File: config.mk
export PLATFORM = sky130hd
export DESIGN_NAME = integral_window_reader
export DESIGN_NICKNAME = d
export VERILOG_FILES = /design/src/rtl/haar_pkg.sv /design/src/rtl/rect_accumulator.sv /design/src/rtl/integral_window_reader.sv
export SDC_FILE = /design/constraint.sdc
export NUM_CORES = 1
export LEC_CHECK = 0
export ABC_AREA = 1
export CORE_ASPECT_RATIO = 1.2
export CORE_UTILIZATION = 50
export CTS_CLUSTER_DIAMETER = 40
export CTS_CLUSTER_SIZE = 24
export DETAILED_ROUTE_END_ITERATION = 12
export PLACE_DENSITY = 0.9
export SLEW_MARGIN = 20
export SYNTH_ARGS = -nofsm -noshare
export SYNTH_HDL_FRONTEND = slang
export SYNTH_SLANG_ARGS = --single-unit
File: constraint.sdc
create_clock -name clk -period 4.8 [get_ports clk]
set_input_delay 0.96 -clock clk [delete_from_list [all_inputs] [get_ports clk]]
set_output_delay 0.96 -clock clk [all_outputs]
set_load 0.01 [all_outputs]
File: src/rtl/haar_pkg.sv
// rtl/haar_pkg.sv - shared state encodings and corner-order helpers for the integral window reader
package haar_pkg;

    localparam int STATE_W = 3;

    localparam logic [STATE_W-1:0] ST_IDLE    = 3'd0;
    localparam logic [STATE_W-1:0] ST_CAPTURE = 3'd1;
    localparam logic [STATE_W-1:0] ST_ACC_D   = 3'd2;
    localparam logic [STATE_W-1:0] ST_ACC_B   = 3'd3;
    localparam logic [STATE_W-1:0] ST_ACC_C   = 3'd4;
    localparam logic [STATE_W-1:0] ST_ACC_A   = 3'd5;
    localparam logic [STATE_W-1:0] ST_HOLD    = 3'd6;

    typedef enum logic [1:0] {
        CORNER_A = 2'd0,
        CORNER_B = 2'd1,
        CORNER_C = 2'd2,
        CORNER_D = 2'd3
    } corner_e;

    // Which corner each accumulate state consumes (D, then B, C, A).
    function automatic corner_e state_corner(input logic [STATE_W-1:0] st);
        case (st)
            ST_ACC_D: state_corner = CORNER_D;
            ST_ACC_B: state_corner = CORNER_B;
            ST_ACC_C: state_corner = CORNER_C;
            default:  state_corner = CORNER_A;
        endcase
    endfunction

    // B and C are subtracted, A and D are added.
    function automatic logic corner_is_sub(input corner_e c);
        corner_is_sub = (c == CORNER_B) || (c == CORNER_C);
    endfunction

endpackage

File: src/rtl/rect_accumulator.sv
// rtl/rect_accumulator.sv - wrapping add/subtract accumulator for the rectangle sum
module rect_accumulator #(
    parameter int SUM_WIDTH = 14
) (
    input  logic                 clk,
    input  logic                 reset,
    input  logic                 clear,
    input  logic                 en,
    input  logic                 sub,
    input  logic [SUM_WIDTH-1:0] operand,
    output logic [SUM_WIDTH-1:0] result
);

    logic [SUM_WIDTH-1:0] acc_q;
    logic [SUM_WIDTH-1:0] acc_d;

    // Next accumulator value: clear wins, otherwise modular add or subtract.
    always_comb begin
        acc_d = acc_q;
        if (clear) begin
            acc_d = '0;
        end else if (en) begin
            acc_d = sub ? (acc_q - operand) : (acc_q + operand);
        end
    end

    // Accumulator register.
    always_ff @(posedge clk) begin
        if (reset) begin
            acc_q <= '0;
        end else begin
            acc_q <= acc_d;
        end
    end

    assign result = acc_q;

endmodule

File: src/rtl/integral_window_reader.sv
// rtl/integral_window_reader.sv - rectangle sum D-B-C+A from an integral-image window (option: WINDOW_THRESHOLD_EN)
module integral_window_reader
    import haar_pkg::*;
#(
    parameter int DATA_WIDTH_12   = 12,
    parameter int INTEGRAL_WIDTH  = 3,
    parameter int INTEGRAL_HEIGHT = 3,
    parameter int IDX_A           = 0,
    parameter int IDX_B           = 2,
    parameter int IDX_C           = 6,
    parameter int IDX_D           = 8,
    parameter int SUM_WIDTH       = DATA_WIDTH_12 + 2
) (
    input  logic                                                        clk,
    input  logic                                                        reset,
    input  logic [INTEGRAL_WIDTH*INTEGRAL_HEIGHT-1:0][DATA_WIDTH_12-1:0] integral_image,
    input  logic                                                        integral_image_ready,
    output logic                                                        o_window_ack,
    output logic [SUM_WIDTH-1:0]                                        o_rect_sum,
    output logic                                                        o_sum_valid,
`ifdef WINDOW_THRESHOLD_EN
    input  logic signed [SUM_WIDTH-1:0]                                 threshold,
    output logic                                                        o_pass,
`endif
    input  logic                                                        sum_taken
);

    localparam int N_ENTRIES = INTEGRAL_WIDTH * INTEGRAL_HEIGHT;

    if ((IDX_A >= N_ENTRIES) || (IDX_B >= N_ENTRIES) ||
        (IDX_C >= N_ENTRIES) || (IDX_D >= N_ENTRIES)) begin : g_bad_corner_idx
        $error("integral_window_reader: corner index outside the window");
    end

    logic [STATE_W-1:0]               state_q;
    logic [STATE_W-1:0]               state_d;
    logic [3:0][DATA_WIDTH_12-1:0]    corner_q;
    logic [3:0][DATA_WIDTH_12-1:0]    corner_d;
    logic                             acc_clear;
    logic                             acc_en;
    logic                             acc_sub;
    logic [SUM_WIDTH-1:0]             acc_operand;
    logic [SUM_WIDTH-1:0]             acc_result;
    corner_e                          cur_corner;

    // Only the four corner entries feed the datapath; the rest stay unloaded.
    logic unused_window_bits;
    assign unused_window_bits = ^integral_image;

    // Sequencing: capture, four accumulate steps, then hold until taken.
    always_comb begin
        state_d  = state_q;
        corner_d = corner_q;
        case (state_q)
            ST_IDLE: begin
                if (integral_image_ready) state_d = ST_CAPTURE;
            end
            ST_CAPTURE: begin
                corner_d[CORNER_A] = integral_image[IDX_A];
                corner_d[CORNER_B] = integral_image[IDX_B];
                corner_d[CORNER_C] = integral_image[IDX_C];
                corner_d[CORNER_D] = integral_image[IDX_D];
                state_d            = ST_ACC_D;
            end
            ST_ACC_D: state_d = ST_ACC_B;
            ST_ACC_B: state_d = ST_ACC_C;
            ST_ACC_C: state_d = ST_ACC_A;
            ST_ACC_A: state_d = ST_HOLD;
            ST_HOLD: begin
                if (sum_taken) state_d = ST_IDLE;
            end
            default: state_d = ST_IDLE;
        endcase
    end

    // Datapath control derived from the current state.
    always_comb begin
        cur_corner  = state_corner(state_q);
        acc_clear   = (state_q == ST_CAPTURE);
        acc_en      = (state_q == ST_ACC_D) || (state_q == ST_ACC_B) ||
                      (state_q == ST_ACC_C) || (state_q == ST_ACC_A);
        acc_sub     = corner_is_sub(cur_corner);
        acc_operand = SUM_WIDTH'(corner_q[cur_corner]);
    end

    // State and captured-corner registers.
    always_ff @(posedge clk) begin
        if (reset) begin
            state_q  <= ST_IDLE;
            corner_q <= '0;
        end else begin
            state_q  <= state_d;
            corner_q <= corner_d;
        end
    end

    rect_accumulator #(
        .SUM_WIDTH (SUM_WIDTH)
    ) u_acc (
        .clk     (clk),
        .reset   (reset),
        .clear   (acc_clear),
        .en      (acc_en),
        .sub     (acc_sub),
        .operand (acc_operand),
        .result  (acc_result)
    );

    assign o_window_ack = (state_q == ST_CAPTURE);
    assign o_sum_valid  = (state_q == ST_HOLD);
    assign o_rect_sum   = acc_result;

`ifdef WINDOW_THRESHOLD_EN
    logic pass_q;
    logic pass_d;

    // Compare the final sum as it is formed so the flag lands with it.
    always_comb begin
        pass_d = pass_q;
        if (state_q == ST_ACC_A) begin
            pass_d = ($signed(acc_result + acc_operand) >= threshold);
        end
    end

    // Threshold flag register.
    always_ff @(posedge clk) begin
        if (reset) begin
            pass_q <= 1'b0;
        end else begin
            pass_q <= pass_d;
        end
    end

    assign o_pass = pass_q;
`endif

endmodule

==> summary.md <==
| Metric | Value |
|---|---|
| Asr flop ratio synth | 0% |
| H-tree lvl count | 3 |
| Cell Pwr Density | approximately 450 nW/µm² |
| Pwr Total | 2.14 mW |
| Post-synthesis cell count | 546 |
| Top_reg_cell synth | dfxtp_1 |
| Drt initial violations | 138 |
| Yosys reg bits | 65 |
| Placed cells | 684 |
| Dpl hpwl | 6.42 mm |
| Dpl cell area | 4530 µm² |
| Post-route cell area | ~4800 µm² |
| Cell Rows | 34 |
| Status | completed |
| Pint | ~1.3 mW |
| Critical path fanouts, max | 27 |
| Crit share post-route | 87.1% |
| Worst Path Arrival | roughly 4.4 ns |
| Crit path required time | approximately 5 ns |
| Worst hold path class | flop to flop |
| PostCTS Resize Cnt | 0 |
| Gpl congestion | 0.865 |
| TritonCTS buffer count | 9 |
| Full die area | 8050 µm² |
| DRC errors left | 0 |
| Clk_skew | between 0.006 and 0.007 ns |
| Max Cap Viol | 0 |
| Clock power frac | 25.1% |
| Remaining global-route overflow | 0 |
| Syn Nets | 676 |
| Clock sinks | 65 |
| Final setup TNS | 0 ns |
| CTS max path bufs | 2 |
| Syn_area_per_cell | 7.05 µm² |
| Synth cell types | 37 |
| Vias per inst | 5.23 |
| Clock transition at path regs | 0.08 ns |
| Setup crit end kind | flop |
| Starting density of the core | a little over half |
| # setup viols final | 0 |
| Post-Syn Area | 3850 µm² |
| Post-CTS Repair Setup Buffers | 0 |
| Worst slew margin | 30.4% |
| Count of endpoints failing hold in the final timing report | 0 |
| Cts hold-fix bufs | 0 |
| Leakage | about 2.1 nW |
| Core area | 7360 µm² |
| RSZ-0062 raised after global routing | no |
| Mean routed wirelength per cell | 12.6 µm |
| Switch Pwr | 0.835 mW |
| Pin count of the biggest net entering global routing | 82 |
| IO Count | 128 |
| Die Y-Extent | approximately 100 µm |
| First-pass GRT wire length | roughly 15 mm |
| Synth warn | 0 |
| Slew @ Worst Pin | 1.04 ns |
| # nets final | 735 |
| Initial antenna violation count | 0 |
| Peak Freq | 239 MHz |
| Switching share of power | 38.9% |
| GRT Total Usage | 23.7% |
| Worst Setup Start Kind | flop |
| Area growth syn-to-layout | 23.5% |
| Combinational power share | 44.9% |
| Critical path class | flop to flop |
| Routed wire length | roughly 8.8 mm |
| DRT Pass-1 Iters | 5 |
| Share of cells above drive strength 1 | 11.1% |
| Post-synth EDFFs | 0 |
| Seq/Total Area, Yosys | between 30% and 40% |
| Fin cells | 700 |
| # diodes | 0 |
| Die X | 82.1 µm |
| Clock Latency Late Sink | 0.35 ns |
| Final WS setup | 0.620 ns |
| Post-layout min period | 4.18 ns |
| Reg power frac | 30.1% |
| Vias in the first global route | 3,406 |
| Peak supply drop | 0.000261 V |
| TritonCTS clock tree | done |
| Slew Limit Fails | 0 |
| Via Count | roughly 3.7k |
| Post-route ant nets | 0 |
| Place WS | 0.723 ns |
| IO Port Bufs | 67 |
| Root Driver | clkbuf_8 |
| Fill cells | 621 |
-- logic make-up after synthesis --
kind of cell	Yosys count	synth area share [%]
flops	65	33.8
buf+inv	92	10.6
xor+xnor	19	4.32
fa+ha+maj	18	6.05
simple gates	203	24.6
compound gates	149	20.6
-- area by class of cell --
class	count	area (µm²)	share of cell area (%)
clock inverter	6	90.1	1.89
clock buffer	10	138	2.89
sequential	65	1300	27.4
tap	90	113	2.37
inverter	67	256	5.39
multi-input combinational	389	2140	45.0
timing repair buffer	73	716	15.1
-- cell usage in the layout (no fill, tap or decap), drive strengths merged, types with 6 or more instances in the layout --
cell type,n
o21ai,86
buf,6
clkbuf,10
nand3,20
xor2,12
inv,68
ha,17
a21oi,54
xnor2,7
nand2,108
dfxtp,65
nor2,70
clkdlybuf4s50,67
-- path summary, 6_finish.rpt --
check / from / to / slack (ns) / cells after the start
setup reg to reg: state_q[1] / u_acc.result[13] / 0.62 / 20
hold / removal: corner_q[22] / corner_q[22] / 0.46 / 2
setup / recovery: state_q[1] / u_acc.result[13] / 0.62 / 20
hold reg to reg: corner_q[22] / corner_q[22] / 0.46 / 2
-- power by group through the flow --
stage          logic, mW  registers [mW]  clock network (mW)
3_3_place_gp       0.924           0.653                   0
4_1_cts            0.956           0.645               0.545
3_5_place_dp       0.949           0.657                   0
2_1_floorplan      0.732           0.655                   0
6_report           0.962           0.644               0.537
5_1_grt             1.08           0.653               0.570
-- per-layer routing --
metal | wire length, µm | global-route usage [%]
met5 | 0 | 0
met3 | 371 | 4.02
met2 | 4340 | 39.3
met1 | 3820 | 28.9
met4 | 269 | 11.6
-- registers in the layout, summed over array words and instances, names as in the netlist --
register and flops:
corner_q 48, u_acc.result 14, state_q 3
-- cell usage after synthesis (all sizes together) (2+ instances only) --
cell type,instances,area (µm²)
nand2,108,518
clkbuf,15,56.3
nand3,20,118
dfxtp,65,1300
a21o,2,15.0
o21bai,2,26.3
o21ai,86,434
ha,17,213
xor2,12,105
nor3,2,10.0
nor2,70,283
inv,67,256
buf,10,93.8
nand4,2,12.5
xnor2,7,61.3
a21oi,54,278
a31oi,2,12.5
-- worst max-delay path, cell delays in order (launching register included) --
cell     delay [ns]
dfxtp_1        0.47
ha_1           0.90
nand2_1        0.14
nand2_1        0.16
nand3_1        0.12
nand2_4        0.12
ha_1           0.17
nand3_1        0.14
o31ai_2        0.27
nand2_1        0.10
xor2_1         0.15
ha_1           0.33
nand2_1        0.07
nor2_1         0.16
nand2_1        0.06
o21ai_0        0.27
nand3_1        0.15
nand2_1        0.07
nor2_1         0.05
nor2_1         0.08
nor2_1         0.06
-- metrics by stage --
step	utilization [%]	hold slack (ns)
global placement	61.5	0.435
finish	64.6	0.457
global route	64.6	0.476
CTS	64.6	0.455
floorplan	-	0.424
detailed placement	61.5	0.444
Note: power is estimated with default switching activity, not from simulation.
